`src/rtl/raster_step_gen.sv`:
```
// Raster-order (dx, dy) coordinate generator with valid/ready output, abort and done pulse.
// Optional macro RASTER_STEP_GEN_SERPENTINE_EN: odd rows traverse X descending.
module raster_step_gen #(
  parameter int WIDTH  = 10,
  parameter int HEIGHT = 11
) (
  input  logic                    clock,
  input  logic                    reset,
  input  logic                    start,
  input  logic                    abort,
  input  logic [WIDTH-1:0]        cfg_max_x,
  input  logic [HEIGHT-1:0]       cfg_max_y,
  output logic                    out_valid,
  input  logic                    out_ready,
  output logic [WIDTH-1:0]        out_dx,
  output logic [HEIGHT-1:0]       out_dy,
  output logic                    out_last,
  output logic                    busy,
  output logic                    done,
  output logic [WIDTH+HEIGHT-1:0] beat_count
);
  localparam int CW = WIDTH + HEIGHT;

  typedef enum logic [1:0] {S_IDLE, S_RUN, S_DONE} state_t;

  state_t            r_state, w_state_nxt;
  logic [WIDTH-1:0]  r_x, r_max_x, w_x_nxt;
  logic [HEIGHT-1:0] r_y, r_max_y, w_y_nxt;
  logic [CW-1:0]     r_beat_count;
  logic              w_xfer, w_row_end, w_last;

  assign w_xfer = (r_state == S_RUN) && out_ready;

`ifdef RASTER_STEP_GEN_SERPENTINE_EN
  // Odd rows walk right-to-left; x stays put across the row change.
  logic w_odd;
  assign w_odd     = r_y[0];
  assign w_row_end = w_odd ? (r_x == '0) : (r_x == r_max_x);
  assign w_last    = (r_y == r_max_y) &&
                     (r_x == (r_max_y[0] ? {WIDTH{1'b0}} : r_max_x));
  assign w_x_nxt   = w_row_end ? r_x : (w_odd ? r_x - WIDTH'(1) : r_x + WIDTH'(1));
`else
  assign w_row_end = (r_x == r_max_x);
  assign w_last    = w_row_end && (r_y == r_max_y);
  assign w_x_nxt   = w_row_end ? '0 : r_x + WIDTH'(1);
`endif
  assign w_y_nxt   = w_row_end ? r_y + HEIGHT'(1) : r_y;

  always_comb begin
    w_state_nxt = r_state;
    case (r_state)
      S_IDLE: if (start) w_state_nxt = S_RUN;
      S_RUN: begin
        // abort wins even when the aborting beat is the last one
        if (abort)               w_state_nxt = S_IDLE;
        else if (w_xfer && w_last) w_state_nxt = S_DONE;
      end
      S_DONE:  w_state_nxt = S_IDLE;
      default: w_state_nxt = S_IDLE;
    endcase
  end

  always_ff @(posedge clock) begin
    if (reset) begin
      r_state      <= S_IDLE;
      r_x          <= '0;
      r_y          <= '0;
      r_max_x      <= '0;
      r_max_y      <= '0;
      r_beat_count <= '0;
    end else begin
      r_state <= w_state_nxt;
      if (r_state == S_IDLE && start) begin
        r_max_x      <= cfg_max_x;
        r_max_y      <= cfg_max_y;
        r_x          <= '0;
        r_y          <= '0;
        r_beat_count <= '0;
      end else if (w_xfer) begin
        if (r_beat_count != '1) r_beat_count <= r_beat_count + CW'(1);
        if (!w_last) begin
          r_x <= w_x_nxt;
          r_y <= w_y_nxt;
        end
      end
    end
  end

  assign out_valid  = (r_state == S_RUN);
  assign out_dx     = r_x;
  assign out_dy     = r_y;
  assign out_last   = (r_state == S_RUN) && w_last;
  assign busy       = (r_state != S_IDLE);
  assign done       = (r_state == S_DONE);
  assign beat_count = r_beat_count;
endmodule

```
`config.mk`:
```
export PLATFORM = sky130hd
export DESIGN_NAME = raster_step_gen
export DESIGN_NICKNAME = d
export VERILOG_FILES = /design/src/rtl/raster_step_gen.sv
export SDC_FILE = /design/constraint.sdc
export NUM_CORES = 1
export LEC_CHECK = 0
export BUFFER_PORTS_ARGS = -buffer_cell sky130_fd_sc_hd__buf_2
export CAP_MARGIN = 10
export CELL_PAD_IN_SITES_DETAIL_PLACEMENT = 1
export CELL_PAD_IN_SITES_GLOBAL_PLACEMENT = 1
export CORE_ASPECT_RATIO = 0.6
export CORE_MARGIN = 5
export CORE_UTILIZATION = 35
export DETAILED_ROUTE_END_ITERATION = 10
export PLACE_DENSITY_LB_ADDON = 0.1
export SYNTH_ARGS = -nofsm -noshare
export SYNTH_HDL_FRONTEND = slang
export SYNTH_SLANG_ARGS = --single-unit
```
`constraint.sdc`:
```
create_clock -name clock -period 2.3 [get_ports clock]
set_input_delay 0.69 -clock clock [delete_from_list [all_inputs] [get_ports clock]]
set_output_delay 0.69 -clock clock [all_outputs]
set_load 0.1 [all_outputs]
```
==> reports/results.txt <==
# Post-CTS Setup Buffers -> 0
io pins -> 72
Sw Pwr -> 0.0006918 W
status -> finished with violations
ys async rst share -> 0
Worst Hold End -> r_max_y[7]$_SDFFE_PP0P_
PD cells -> 668.9 nW/um2
Req. time, crit path -> 1.61 ns
Switching Share -> 0.2543
Worst Hold Class -> reg -> reg
CTS tree -> built
Synth Cell Area -> 3053 um2
Initial Utilization -> 0.3596
r2r setup slk -> 0.28 ns
slew margin rel. -> 0.6154
Multi-input gate area -> 1689 um2
RR Endpoint -> out_dx[5]$_SDFFE_PP0P_
crit-path max cell delay -> 0.58 ns
area delta synth->final -> 33.24%
GPL Wtd Cong -> 0.8280
FF+latch area -> 1364 um2
CP Cell Sequence -> xnor2_2 > nand2_2 > or4_4 > nor2_4 > and2_4 > buf_12
Pre-antenna DRT Iters -> 4
Avg Vias per Cell -> 4.945
WL/cell -> 15.90 um
final net count -> 490
Synth Area per Inst -> 8.341 um2
r2r startpoint -> r_max_x[5]$_SDFFE_PP0P_
Die ar. -> 10750 um2
n_diodes -> 0
Post-Syn Nets -> 395
crit path kind -> reg -> out
TritonCTS buffer count -> 9
Critical Path AT -> 1.96 ns
CTS Root Cell -> clkbuf_16
Setup Viol. Count Final -> 1
Int Power -> 0.002029 W
slowest CP cell -> or4_4
Worst-Margin Slew -> 0.5748 ns
first-pass GRT wire length -> 15.44 mm
Final min period -> 2.653 ns
final worst slack -> -0.3526 ns
startpoint types -> register
Worst Setup SP -> r_max_x[5]$_SDFFE_PP0P_
critical-path maximum fanout -> 2
CP endpoint kind -> output port
Flop pwr share -> 0.428
total track usage -> 0.1861
DRT iter0 DRCs -> 97
core area -> 8491 um2
Ys Warns -> 0
initial antenna violation count -> 0
total number of H-tree levels -> 3
WHS Path Cells -> 2
Max Slew Vio Count -> 0
clk_lat worst skew -> 0.33 ns
Power Total -> 0.002721 W
CP top delay family -> simple AND/OR/NAND/NOR gates
Final period util -> 1.153
hold_buf cts -> 0
Via Count -> 2858
largest net degree at the start of global routing -> 23
Die H -> 82.35 um
Peak VDD IR -> 374.7 uV
top_reg_cell synth -> dfxtp_1
Leak -> 1.782 nW
Site Rows -> 26
post-route ant nets -> 0
Yosys cell types -> 44
Filler cells -> 1045
Final Skew -> 0.002906 ns
vias in the first global route -> 2991
# DRC -> 0
final core utilization -> 0.4791
clk sink count -> 65
WL final -> 9.188 mm
Hold Slack -> 0.4686 ns
Die Span X -> 130.6 um
cell count after synthesis -> 366
WP buf/inv -> 1
CTS max path bufs -> 2
fmax -> 0.3770 GHz
setup_tns -> -0.3526 ns
clock-pin slew on the worst setup and hold paths -> 0.05 ns
share of total power in the clock network -> 0.462
hold_sp -> r_max_y[7]$_SDFFE_PP0P_
EDFF count, synth -> 0
Buffers on Ports -> 71
unrepaired setup endpoints after global routing -> true
violated checks -> negative setup slack
Max Cap Viol -> 0
layout cells sized above 1 -> 0.3412
Congestion Overflow GR -> 0
combinational power share -> 0.111
final hold vios -> 0
post-synthesis sequential area ratio -> 0.4262
R2R cell count -> 7
HPWL Detailed -> 6.929 mm
#FFs+latches synth -> 65
## state kept, by name, indices dropped and copies added, names as in the netlist
name,cells
beat_count,21
out_dy,11
r_max_y,11
out_dx,10
r_max_x,10
r_state,2
## worst max path at each step
stage	to	slack, ns	depth (start not counted)
2_1_floorplan	out_last	-0.34	6
3_3_place_gp	out_last	-0.04	6
3_5_place_dp	out_last	-0.12	6
4_1_cts	out_last	-0.41	6
5_1_grt	out_last	-0.43	6
6_report	out_last	-0.35	6
## per-layer routing
layer  vias to the layer above  share of wire  track usage
met3                        13          0.040      0.05527
met1                      1365           0.47       0.2346
li1                       1440              -            -
met5                         -              0            0
met2                        40           0.48       0.3128
met4                         0         0.0098      0.05031
## timing repair
| action | CTS | global route |
|---|---|---|
| gates resized for setup | 2 | 3 |
| pin swaps | 1 | 2 |
| setup endpoints to repair | 1 | 1 |
## cell usage after synthesis, drive strengths merged (6+ instances only)
cell type / n / area (um2)
and3: 9 / 57.56
xnor2: 13 / 121.4
nand4: 13 / 96.34
or3: 6 / 37.54
nand2: 68 / 255.2
nand3: 17 / 90.09
o21ai: 11 / 55.05
nor2: 38 / 150.1
xor2: 33 / 289.0
clkbuf: 11 / 42.54
dfxtp: 65 / 1301
a21oi: 32 / 160.2
## power groups by stage
stage                     Clock [W]  Sequential, W  Combinational [W]
after CTS                   0.00129        0.00116           0.000304
after global placement            0        0.00118           0.000291
after global routing        0.00135        0.00117           0.000331
after floorplan                   0        0.00120           0.000187
after detailed placement          0        0.00119           0.000297
final                       0.00126        0.00116           0.000301
## logic make-up (layout without fill, tap and decap cells)
kind of cell | after synthesis | in the layout | share of synthesized area
AO/OA/AOI/OAI | 53 | 53 | 0.09713
XOR/XNOR | 46 | 46 | 0.1344
adder cells (fa/ha/maj) | 3 | 3 | 0.01230
buffers and inverters | 19 | 119 | 0.02992
flip-flops | 65 | 65 | 0.4262
multiplexers | 2 | 2 | 0.006558
AND/OR/NAND/NOR | 178 | 178 | 0.2934
## layout make-up
| cell class | instances | share of cell area |
|---|---|---|
| Timing Repair Buffer | 100 | 0.1446 |
| Inverter | 3 | 0.002768 |
| Multi-Input combinational cell | 282 | 0.4153 |
| Tap cell | 112 | 0.03445 |
| Sequential cell | 65 | 0.3353 |
| Clock inverter | 3 | 0.003691 |
| Clock buffer | 13 | 0.06398 |
## cells in the final DEF (no fill, tap or decap), drive strengths merged, types with 3 or more instances in the layout
master	instances
or4	5
nor4	3
clkbuf	13
nand4	13
nand3	17
a21oi	32
nor2	38
dfxtp	65
xor2	33
o21ai	11
xnor2	13
buf	100
and3	9
ha	3
nand2	68
and4	4
o211ai	4
clkinv	3
nor3	5
inv	3
or3	6
## worst reg2reg max path, cell delays in order, from the launching register on
cell and delay [ns]:
dfxtp_2 0.33, xnor2_2 0.19, nand2_2 0.09, or4_4 0.58, buf_4 0.18, o21ai_0 0.28, xor2_1 0.20, nor2_1 0.05
## metrics by stage
step                cells  worst slack [ns]  cell area (um2)
floorplan             366           -0.3383             3122
global placement      562          -0.03937             3770
detailed placement    562           -0.1213             3770
CTS                   578           -0.4122             4056
global route          578           -0.4341             4068
finish                578           -0.3526             4068
Power figures use the tool's default switching activity.
